[src/rtl/crc5_pkg.sv]
// Shared CRC-5 definitions: polynomial, frame FSM states, 4-bit parallel CRC step.
// Latency: combinational helper function only, no state.
// Backpressure: n/a.
//
// Contents: CRC5_POLY (x^5+x^2+1 without the implicit x^5 term), crc_state_t,
// crc5_nib_step(c, d) folding one nibble (bit 3 first) into a CRC value.
package crc5_pkg;

    localparam logic [4:0] CRC5_POLY = 5'b00101;

    typedef enum logic [1:0] {
        IDLE = 2'd0,
        BUSY = 2'd1,
        DONE = 2'd2
    } crc_state_t;

    // Four serial LFSR steps unrolled into one combinational update.
    // No reflection and no final XOR; MSB of the nibble goes in first.
    function automatic logic [4:0] crc5_nib_step(input logic [4:0] c, input logic [3:0] d);
        logic [4:0] r;
        logic       fb;
        r = c;
        for (int i = 3; i >= 0; i--) begin
            fb = r[4] ^ d[i];
            r  = {r[3:0], 1'b0} ^ (fb ? CRC5_POLY : 5'b00000);
        end
        return r;
    endfunction

endpackage

[src/rtl/crc5_frame_ctrl_if.sv]
// Frame-control bus between the packet framer and the CRC frame sequencer.
// Latency: wires only.
// Backpressure: in_valid/in_ready stream for nibbles; start is a pulse sampled in IDLE.
//
// master = framer side (drives start/frame/data), slave = crc5_frame_ctrl.
interface crc5_frame_ctrl_if #(
    parameter int LEN_W = 8
);
    logic             start;
    logic [LEN_W-1:0] frame_len;
    logic             check_en;
    logic [4:0]       crc_exp;
    logic             abort;
    logic [3:0]       in_data;
    logic             in_valid;
    logic             in_ready;
    logic             busy;
    logic [4:0]       crc_out;
    logic             crc_valid;
    logic             crc_err;
    logic             timeout;

    modport master (
        output start, frame_len, check_en, crc_exp, abort, in_data, in_valid,
        input  in_ready, busy, crc_out, crc_valid, crc_err, timeout
    );

    modport slave (
        input  start, frame_len, check_en, crc_exp, abort, in_data, in_valid,
        output in_ready, busy, crc_out, crc_valid, crc_err, timeout
    );
endinterface

[src/rtl/crc5_nib_engine.sv]
// CRC-5 register folding one nibble per enabled cycle.
// Latency: 1 cycle from en/load to updated crc.
// Backpressure: none; caller gates en with its own handshake.
//
// Ports: clk, rst (async high), load (reseed to CRC_INIT, wins over en),
// en (fold d into crc), d[3:0] nibble, crc[4:0] current register value.
module crc5_nib_engine
    import crc5_pkg::*;
#(
    parameter logic [4:0] CRC_INIT = 5'h00
) (
    input  logic       clk,
    input  logic       rst,
    input  logic       load,
    input  logic       en,
    input  logic [3:0] d,
    output logic [4:0] crc
);

    always_ff @(posedge clk or posedge rst) begin
        if (rst) begin
            crc <= CRC_INIT;
        end else if (load) begin
            crc <= CRC_INIT;
        end else if (en) begin
            crc <= crc5_nib_step(crc, d);
        end
    end

endmodule

[src/rtl/crc5_frame_ctrl.sv]
// Frame sequencer: takes start+length, accepts that many nibbles, reports CRC-5 result.
// Latency: crc_valid rises 1 cycle after the edge that samples the last beat (or the start for len=0).
// Backpressure: in_ready is high only while BUSY; a stall of TMO_CYC cycles drops the frame.
//
// Ports: clk, rst (async high), bus (slave modport of crc5_frame_ctrl_if).
// All outputs are registered. abort beats both a same-cycle beat and a timeout.
module crc5_frame_ctrl
    import crc5_pkg::*;
#(
    parameter int         LEN_W    = 8,
    parameter logic [4:0] CRC_INIT = 5'h00,
    parameter int         TMO_CYC  = 16
) (
    input  logic               clk,
    input  logic               rst,
    crc5_frame_ctrl_if.slave   bus
);

    localparam int STALL_W = $clog2(TMO_CYC + 1);
    localparam logic [STALL_W-1:0] STALL_LAST = STALL_W'(TMO_CYC - 1);

    crc_state_t         state;
    logic [LEN_W-1:0]   cnt;
    logic [STALL_W-1:0] stall;
    logic               chk_q;
    logic [4:0]         exp_q;
    logic [4:0]         crc_reg;

    logic beat;
    logic eng_load;
    logic eng_en;

    // in_ready is itself registered to track BUSY, so it qualifies the beat.
    assign beat     = bus.in_valid && bus.in_ready;
    assign eng_load = (state == IDLE) && bus.start;
    assign eng_en   = (state == BUSY) && beat && !bus.abort;

    crc5_nib_engine #(
        .CRC_INIT (CRC_INIT)
    ) u_engine (
        .clk  (clk),
        .rst  (rst),
        .load (eng_load),
        .en   (eng_en),
        .d    (bus.in_data),
        .crc  (crc_reg)
    );

    always_ff @(posedge clk or posedge rst) begin
        if (rst) begin
            state         <= IDLE;
            cnt           <= '0;
            stall         <= '0;
            chk_q         <= 1'b0;
            exp_q         <= 5'h00;
            bus.in_ready  <= 1'b0;
            bus.busy      <= 1'b0;
            bus.crc_out   <= 5'h00;
            bus.crc_valid <= 1'b0;
            bus.crc_err   <= 1'b0;
            bus.timeout   <= 1'b0;
        end else begin
            bus.crc_valid <= 1'b0;
            bus.crc_err   <= 1'b0;
            bus.timeout   <= 1'b0;
            case (state)
                IDLE: begin
                    if (bus.start) begin
                        cnt      <= bus.frame_len;
                        chk_q    <= bus.check_en;
                        exp_q    <= bus.crc_exp;
                        stall    <= '0;
                        bus.busy <= 1'b1;
                        if (bus.frame_len == '0) begin
                            state <= DONE;
                        end else begin
                            state        <= BUSY;
                            bus.in_ready <= 1'b1;
                        end
                    end
                end
                BUSY: begin
                    if (bus.abort) begin
                        state        <= IDLE;
                        bus.busy     <= 1'b0;
                        bus.in_ready <= 1'b0;
                    end else if (beat) begin
                        cnt   <= cnt - LEN_W'(1);
                        stall <= '0;
                        if (cnt == LEN_W'(1)) begin
                            state        <= DONE;
                            bus.in_ready <= 1'b0;
                        end
                    end else if (stall == STALL_LAST) begin
                        // This idle cycle is the TMO_CYC-th in a row.
                        state        <= IDLE;
                        bus.busy     <= 1'b0;
                        bus.in_ready <= 1'b0;
                        bus.timeout  <= 1'b1;
                    end else if (stall != '1) begin
                        stall <= stall + STALL_W'(1);
                    end
                end
                DONE: begin
                    // Result is published from here so an abort in DONE leaves crc_out untouched.
                    state    <= IDLE;
                    bus.busy <= 1'b0;
                    if (!bus.abort) begin
                        bus.crc_valid <= 1'b1;
                        bus.crc_out   <= crc_reg;
                        bus.crc_err   <= chk_q && (crc_reg != exp_q);
                    end
                end
                default: begin
                    state        <= IDLE;
                    bus.busy     <= 1'b0;
                    bus.in_ready <= 1'b0;
                end
            endcase
        end
    end

endmodule
[src/flat_wrapper.sv]
// flat-port wrapper written by rule: the top's interface ports become plain ports
module crc5_frame_ctrl_flat import crc5_pkg::*;
#(
    parameter int         LEN_W    = 8,
    parameter logic [4:0] CRC_INIT = 5'h00,
    parameter int         TMO_CYC  = 16
)
  (clk, rst, bus_start, bus_frame_len, bus_check_en, bus_crc_exp, bus_abort, bus_in_data, bus_in_valid, bus_in_ready, bus_busy, bus_crc_out, bus_crc_valid, bus_crc_err, bus_timeout);
  crc5_frame_ctrl_if #(.LEN_W(LEN_W)) bus_i ();
  input  logic clk;
  input  logic rst;
  input wire logic [$bits(bus_i.start)-1:0] bus_start;
  input wire logic [$bits(bus_i.frame_len)-1:0] bus_frame_len;
  input wire logic [$bits(bus_i.check_en)-1:0] bus_check_en;
  input wire logic [$bits(bus_i.crc_exp)-1:0] bus_crc_exp;
  input wire logic [$bits(bus_i.abort)-1:0] bus_abort;
  input wire logic [$bits(bus_i.in_data)-1:0] bus_in_data;
  input wire logic [$bits(bus_i.in_valid)-1:0] bus_in_valid;
  output wire logic [$bits(bus_i.in_ready)-1:0] bus_in_ready;
  output wire logic [$bits(bus_i.busy)-1:0] bus_busy;
  output wire logic [$bits(bus_i.crc_out)-1:0] bus_crc_out;
  output wire logic [$bits(bus_i.crc_valid)-1:0] bus_crc_valid;
  output wire logic [$bits(bus_i.crc_err)-1:0] bus_crc_err;
  output wire logic [$bits(bus_i.timeout)-1:0] bus_timeout;
  assign bus_i.start = bus_start;
  assign bus_i.frame_len = bus_frame_len;
  assign bus_i.check_en = bus_check_en;
  assign bus_i.crc_exp = bus_crc_exp;
  assign bus_i.abort = bus_abort;
  assign bus_i.in_data = bus_in_data;
  assign bus_i.in_valid = bus_in_valid;
  assign bus_in_ready = bus_i.in_ready;
  assign bus_busy = bus_i.busy;
  assign bus_crc_out = bus_i.crc_out;
  assign bus_crc_valid = bus_i.crc_valid;
  assign bus_crc_err = bus_i.crc_err;
  assign bus_timeout = bus_i.timeout;
  crc5_frame_ctrl #(.LEN_W(LEN_W), .CRC_INIT(CRC_INIT), .TMO_CYC(TMO_CYC)) u_core (.clk(clk), .rst(rst), .bus(bus_i));
endmodule
[config.mk]
export PLATFORM = sky130hd
export DESIGN_NAME = crc5_frame_ctrl_flat
export DESIGN_NICKNAME = d
export VERILOG_FILES = /design/src/rtl/crc5_pkg.sv /design/src/rtl/crc5_frame_ctrl_if.sv /design/src/rtl/crc5_nib_engine.sv /design/src/rtl/crc5_frame_ctrl.sv /design/src/flat_wrapper.sv
export SDC_FILE = /design/constraint.sdc
export NUM_CORES = 1
export LEC_CHECK = 0
export BUFFER_PORTS_ARGS = -buffer_cell sky130_fd_sc_hd__buf_2
export CORE_AREA = 3 3 82 76
export DETAILED_ROUTE_END_ITERATION = 10
export DIE_AREA = 0 0 85 79
export GPL_TIMING_DRIVEN = 1
export PLACE_DENSITY_LB_ADDON = 0.08
export RECOVER_POWER = 50
export SLEW_MARGIN = 20
export SYNTH_ARGS = -nofsm -noshare
export SYNTH_HDL_FRONTEND = slang
export SYNTH_SLANG_ARGS = --single-unit
[constraint.sdc]
create_clock -name clk -period 2.3 [get_ports clk]
set_clock_uncertainty 0.1 [all_clocks]
set_input_delay 0.115 -clock clk [delete_from_list [all_inputs] [get_ports clk]]
set_output_delay 0.115 -clock clk [all_outputs]
set_load 0.02 [all_outputs]
==> results of run 1 <==
layout make-up:
| cell class | instances | area (um2) | share of cell area |
|---|---|---|---|
| multi-input cells | 125 | 945 | 0.410 |
| flip-flops and latches | 36 | 901 | 0.391 |
| repair buffers | 44 | 262 | 0.113 |
| well taps | 67 | 83.8 | 0.0364 |
| clock buffers | 5 | 68.8 | 0.0299 |
| inverters | 7 | 26.3 | 0.0114 |
| clock inverters | 3 | 18.8 | 0.00814 |
where the power goes:
part           switching [mW]  internal (mW)  total, mW
Combinational           0.679          0.586       1.26
Clock                   0.234          0.211      0.445
Sequential              0.233          0.875       1.11
Total                    1.14           1.67       2.82
cells in the mapped netlist (3+ instances only):
master | number | area, um2
a21oi_1 | 8 | 40.0
a22o_1 | 5 | 43.8
and3_1 | 4 | 25.0
clkbuf_1 | 4 | 15.0
dfrtp_1 | 36 | 901
ha_1 | 5 | 62.6
inv_1 | 7 | 26.3
mux2_2 | 13 | 146
nand2_1 | 5 | 18.8
nand2b_1 | 3 | 18.8
nand3_1 | 4 | 20.0
nor2_1 | 10 | 37.5
o21ai_0 | 10 | 50.1
o21ai_1 | 3 | 15.0
o31ai_1 | 5 | 37.5
xnor2_1 | 10 | 87.6
xor2_1 | 3 | 26.3
placed cells by master (no fill, tap or decap), types with 2 or more instances in the layout:
master	instances
dfrtp_1	36
buf_2	27
mux2_2	13
o21ai_0	10
nor2_1	10
xnor2_1	10
a21oi_1	8
dlygate4sd3_1	8
inv_1	7
nand2_1	5
o31ai_1	5
a22o_1	5
ha_1	5
clkbuf_8	5
clkbuf_1	5
nand3_1	4
and3_1	4
nand2b_1	3
o21ai_1	3
xor2_1	3
buf_4	3
nand2b_4	2
and2_1	2
a41oi_1	2
nor3_1	2
a22oi_1	2
o2bb2ai_1	2
nor3_2	2
or4_1	2
nor4_1	2
clkinv_2	2
through the flow:
step           std cells  total power [mW]  worst slack, ns
6_report             287              2.82            0.211
5_1_grt              287              3.05           0.0527
4_1_cts              287              2.85            0.219
3_5_place_dp         271              2.38            0.215
3_3_place_gp         271              2.33            0.299
2_1_floorplan        174              2.05            0.362
worst register-to-register path, stage by stage (launching register included):
cell     delay (ns)
dfrtp_1        0.41
ha_1           0.21
and3_1         0.21
ha_1           0.21
nor2_1         0.14
nor3_2         0.10
or4_1          0.48
a21oi_1        0.15
worst paths after layout:
kind                            depth (start not counted)                     to             startpoint  slack [ns]
worst max-delay path                                    7        u_core.stall[3]        u_core.stall[0]        0.21
worst min-delay path                                    3          u_core.cnt[1]       bus_frame_len[1]        0.01
worst max register to register                          7        u_core.stall[3]        u_core.stall[0]        0.21
worst min register to register                          1  u_core.bus.crc_out[0]  u_core.bus.crc_out[0]        0.40
max in group asynchronous                               4          u_core.cnt[6]                    rst        1.00
min in group asynchronous                               4   u_core.bus.crc_valid                    rst        0.53
per-layer routing:
metal | up-vias | track usage
met5 | - | 0
met4 | 0 | 0.0380
li1 | 733 | -
met1 | 723 | 0.203
met2 | 25 | 0.210
met3 | 4 | 0.0363
kinds of logic (layout without fill, tap and decap cells):
logic type	count (synthesis)	after routing	synth area share
muxes	14	14	0.0822
buffers and inverters	13	59	0.0302
AOI/OAI and AO/OA	48	48	0.180
xor gates and xnor gates	13	13	0.0598
adders and majority gates	5	5	0.0329
and+or+nand+nor	45	45	0.141
DFF	36	36	0.473
what timing repair did:
item	4_1_cts	5_1_grt
endpoints found under the hold margin	43	0
hold buffers	8	0
gates resized for setup	0	0
==> flow_summary.toml, run 1 <==
[run_status]
outcome = "finished clean"

[yosys]
postSynthCellCount = 174
async_flop_share = 1.00
yosysSeqAreaShare = 0.473
yosys_warnings = 0
netlist_area_um2 = 1900
ys.flop_type = "dfrtp_1"
synth_cell_types = 47
ys_seq_elements = 36
synth_edf_count = 0
synth.avg_cell_area_um2 = 10.9
syn_nets = 202

[cells_and_area]
fin_nets = 247
largest_reg_flops = 8
area_growth_pct = 21.1
final_core_util = 0.431
fill_cells = 551
final_cell_area_um2 = 2300
antenna_cells = 0
drive_gt1_frac = 0.264
top_register = "u_core.cnt"

[worst_setup_path]
path_cells = "ha_1, and3_1, ha_1, nor2_1, nor3_2, or4_1, a21oi_1"
start_kind = "flip-flop"
path_delay_family = "simple AND/OR/NAND/NOR gates"
cpMostUsedCell = "ha_1"
crit_fanout = 9
cp_num_buf_inv = 0
endpoint_kind = "flip-flop"
slowest_delay_ns = 0.48
crit_arrival_ns = 2.21
crit_slowest_cell = "or4_1"
critical_path_class = "reg2reg"
worstPathRequired_ns = 2.42

[sta]
relSlewSlack = 0.403
slew_viol_final = 0
finalCriticalPeriod_ns = 2.09
hold_viol = 0
setup_viol = 0
rsz0062_at_grt = "false"
fin_tns_setup_ns = 0
whs_ns = 0.0133
tightest_slew_ns = 0.895
clock.fmax_ghz = 0.479
fin_crit_sh = 0.908

[global_routing]
grt_max_degree = 37
overflow = 0
antenna_found_initial = 0
grt_pass1_wl_um = 7470
track_usage = 0.141
grt_pass1_vias = 1463

[routing]
highest-signal-layer = "met4"
remaining_drc_errors = 0
wl_um = 4510
wl_met2_um = 2080
vias = 1485
wl_met3_um = 183
drtAntennaViolNets = 0
m1WireLength_um = 2220
drt_iter0_markers = 83
vias_per_cell = 5.17
first_pass_iters = 4
wl_per_cell_um = 15.7

[clock_tree]
insertion_delay_ns = 0.29
h-tree-depth = 2
cts.sinks = 36
clockBufferDepth = 2
clk_pin_slew_ns = 0.08
cts_tree = "built"
cts-root-buf = "clkbuf_8"
tritoncts.num_buffers = 5
post_cts_buffers = 0

[place]
dp_hpwl_um = 3240
port_buffers = 32
gp_congestion = 0.776
dpl_cell_area_um2 = 2150

[floorplan]
initial_core_util = 0.356
die_area_um2 = 6720
die_h_um = 79
io_pins = 33
die_w_um = 85
core-area_um2 = 5350
rows = 25

[power]
p_per_area_nw_per_um2 = 1220
ir_worst_vdd_mv = 0.556
p_leak_nw = 1.04

[hold_path]
hp-class = "in2reg"

[flow_run]
drv_cap = 0
Note: power is estimated with default switching activity, not from simulation.
==> run 2: changes to the inputs <==
Settings changed: ABC_AREA from default to 1, CORE_AREA 3 3 82 76 to 3 3 83 77, DIE_AREA 0 0 85 79 to 0 0 86 80.
==> run 2 against run 1 <==
  * Design area up 2.3%
  * Setup slack better by 0.29 ns
  * Power down 2.9%
  * Worst hold slack better by 0.00096 ns
  * Register-to-register slack better by 0.29 ns
  * Synthesized cell count up 38%
  * Highest routed layer unchanged
  * First-iteration DRC count down 57%
  * Critical endpoint is now u_core.cnt[4]
  * Count of clock-buffer cells in the layout unchanged
  * Utilization down 1.2 points
==> flow_summary.toml, run 2 <==
[clock_tree]
cts_tree = "built"
cts-root-buf = "clkbuf_8"
clockBufferDepth = 2
insertion_delay_ns = 0.28
cts.sinks = 36
cts_hold_buf = 8
h-tree-depth = 2
tritoncts.num_buffers = 5
cts_resized = 0
clk_pin_slew_ns = 0.08
post_cts_buffers = 0

[yosys]
synth_most_common_cell = "nand2_1"
yosys_warnings = 0
postSynthCellCount = 240
synth_area_leaders = "dfrtp_1 47%, nand2_1 10%, nor2_1 5.6%"
synth-simple-area-share = 0.259
async_flop_share = 1.00
synth_top_family_by_area = "simple AND/OR/NAND/NOR gates"
synth_cell_types = 28
synth-compound-area-share = 0.106
synthXorXnorAreaFrac = 0.0408
yosysSeqAreaShare = 0.466
muxShareOfSynthArea = 0.0291
synth-adder-area-share = 0.0324
netlist_area_um2 = 1930
synth_edf_count = 0
ys.flop_type = "dfrtp_1"
ys_seq_elements = 36
synth_top_area_share = 0.466
synth.avg_cell_area_um2 = 8.05
syn_nets = 268
synth.largest_area_cell = "dfrtp_1"
synth.top_cells.by_count = "54 x nand2_1, 36 x dfrtp_1, 29 x nor2_1, 23 x inv_1, 15 x o21ai_0"

[worst_setup_path]
path_cells = "inv_2, nor2_4, nand2_2, nand2_2, inv_2, o21ai_1, nand2_1"
critical_path_class = "reg2reg"
crit_slowest_cell = "dfrtp_1"
cp_num_buf_inv = 2
endpoint_kind = "flip-flop"
crit_arrival_ns = 1.87
crit_fanout = 15
slowest_delay_ns = 0.44
path_delay_family = "simple AND/OR/NAND/NOR gates"
worstPathRequired_ns = 2.38
start_kind = "flip-flop"

[sta]
hold_viol = 0
clock.fmax_ghz = 0.557
finalCriticalPeriod_ns = 1.79
fin_tns_setup_ns = 0
setup_viol = 0
relSlewSlack = 0.392
tightest_slew_ns = 0.912
rsz0062_at_grt = "false"
slew_viol_final = 0
fin_ws_ns = 0.506
fin_crit_sh = 0.780

[place]
port_buffers = 32
gp_congestion = 0.802
dp_hpwl_um = 3210
dpl_cell_area_um2 = 2180
pre_cts_ws_ns = 0.511

[cells_and_area]
area.sequential_um2 = 901
drive_gt1_frac = 0.202
area_growth_pct = 22.0
top_register = "u_core.cnt"
final_common_cell = "nand2_1"
fill_cells = 609
multiInputGateArea_um2 = 903
final_cell_mix = "54 x nand2_1, 36 x dfrtp_1, 29 x nor2_1"
antenna_cells = 0
fin_nets = 314
largest_reg_flops = 8
final_cell_area_um2 = 2360

[floorplan]
die_w_um = 86
die_area_um2 = 6880
io_pins = 33
core-area_um2 = 5630
rows = 26
die_h_um = 80
initial_core_util = 0.343

[routing]
remaining_drc_errors = 0
vias = 1639
drt_iter0_markers = 36
wl_um = 4370
vias_per_cell = 4.59
drtAntennaViolNets = 0
first_pass_iters = 4
wl_per_cell_um = 12.3

[global_routing]
met3_usage = 0.0310
globalRoute.busiestLayer = "met2"
grt_pass1_vias = 1582
grtUsageMet1 = 0.180
grt_max_degree = 37
track_usage = 0.137
grt_pass1_wl_um = 7270
overflow = 0
antenna_found_initial = 0
use_met2 = 0.216

[power]
p_seq_frac = 0.381
p_clk_frac = 0.203
ir_worst_vdd_mv = 0.369
p_leak_nw = 1.14
intPower_mw = 1.61
switching_share = 0.411
pwr-share-comb = 0.416
p_per_area_nw_per_um2 = 1160
p_switching_mw = 1.13

[run_status]
outcome = "finished clean"

[flow_run]
drv_cap = 0

[hold_path]
hp-class = "in2reg"
## run 2: cell types whose count changed in the layout (fill, tap and decap cells not counted), sizes merged, moves of 3 or more
cell	previous run	this run
o31ai	5	0
nand2	5	58
nand2b	5	0
o21ai	13	29
inv	7	29
nor2	10	32
and3	4	0
mux2	13	5
nand3	4	13
nand4	1	4
or2	0	4
a22o	5	0
## run 2: power groups by stage
stage	Combinational (mW)	Clock, mW	Sequential [mW]
6_report	1.14	0.556	1.04
4_1_cts	1.15	0.574	1.04
2_1_floorplan	0.804	0	1.10
5_1_grt	1.30	0.603	1.08
3_3_place_gp	1.14	0	1.06
3_5_place_dp	1.14	0	1.06
## run 2: path summary, 6_finish.rpt
check	startpoint	to	slack (ns)	depth (start not counted)
setup reg to reg	u_core.state[0]	u_core.cnt[4]	0.51	7
max in group asynchronous	rst	u_core.stall[0]	1.00	4
setup / recovery	u_core.state[0]	u_core.cnt[4]	0.51	7
hold / removal	bus_frame_len[2]	u_core.cnt[2]	0.01	3
hold reg to reg	u_core.bus.crc_out[2]	u_core.bus.crc_out[2]	0.38	2
min in group asynchronous	rst	u_core.exp_q[4]	0.54	4
## run 2: cells by family (layout without fill, tap and decap cells)
| kind of cell | after synthesis | after routing |
|---|---|---|
| and+or+nand+nor | 114 | 114 |
| AOI/OAI and AO/OA | 39 | 39 |
| DFF | 36 | 36 |
| buffers and inverters | 32 | 79 |
| xor gates and xnor gates | 9 | 9 |
| adders and majority gates | 5 | 5 |
| muxes | 5 | 5 |
## run 2: layout make-up
class | instances | share of cell area
inverters | 29 | 0.0462
clock inverters | 3 | 0.0180
repair buffers | 42 | 0.105
flip-flops and latches | 36 | 0.382
clock buffers | 5 | 0.0292
well taps | 70 | 0.0371
multi-input cells | 172 | 0.383
## run 2: worst register-to-register path, cell delays in order, from the launching register on
cell and delay [ns]:
dfrtp_1 0.44, inv_2 0.08, nor2_4 0.31, nand2_2 0.16, nand2_2 0.26, inv_2 0.14
o21ai_1 0.14, nand2_1 0.06
## run 2: per-stage QoR
step | hold WS, ns | power, mW | cells | utilization
3_3_place_gp | 0.158 | 2.20 | 341 | 0.387
6_report | 0.0143 | 2.74 | 357 | 0.419
3_5_place_dp | 0.155 | 2.19 | 341 | 0.387
5_1_grt | 0.0220 | 2.98 | 357 | 0.419
2_1_floorplan | 0.0805 | 1.90 | 240 | -
4_1_cts | 0.00407 | 2.77 | 357 | 0.421
## run 2: routing by layer
metal / vias to the layer above / wire [um]
li1: 861 / -
met1: 743 / 2130
met2: 29 / 2020
met3: 6 / 167
met4: 0 / 61
met5: - / 0
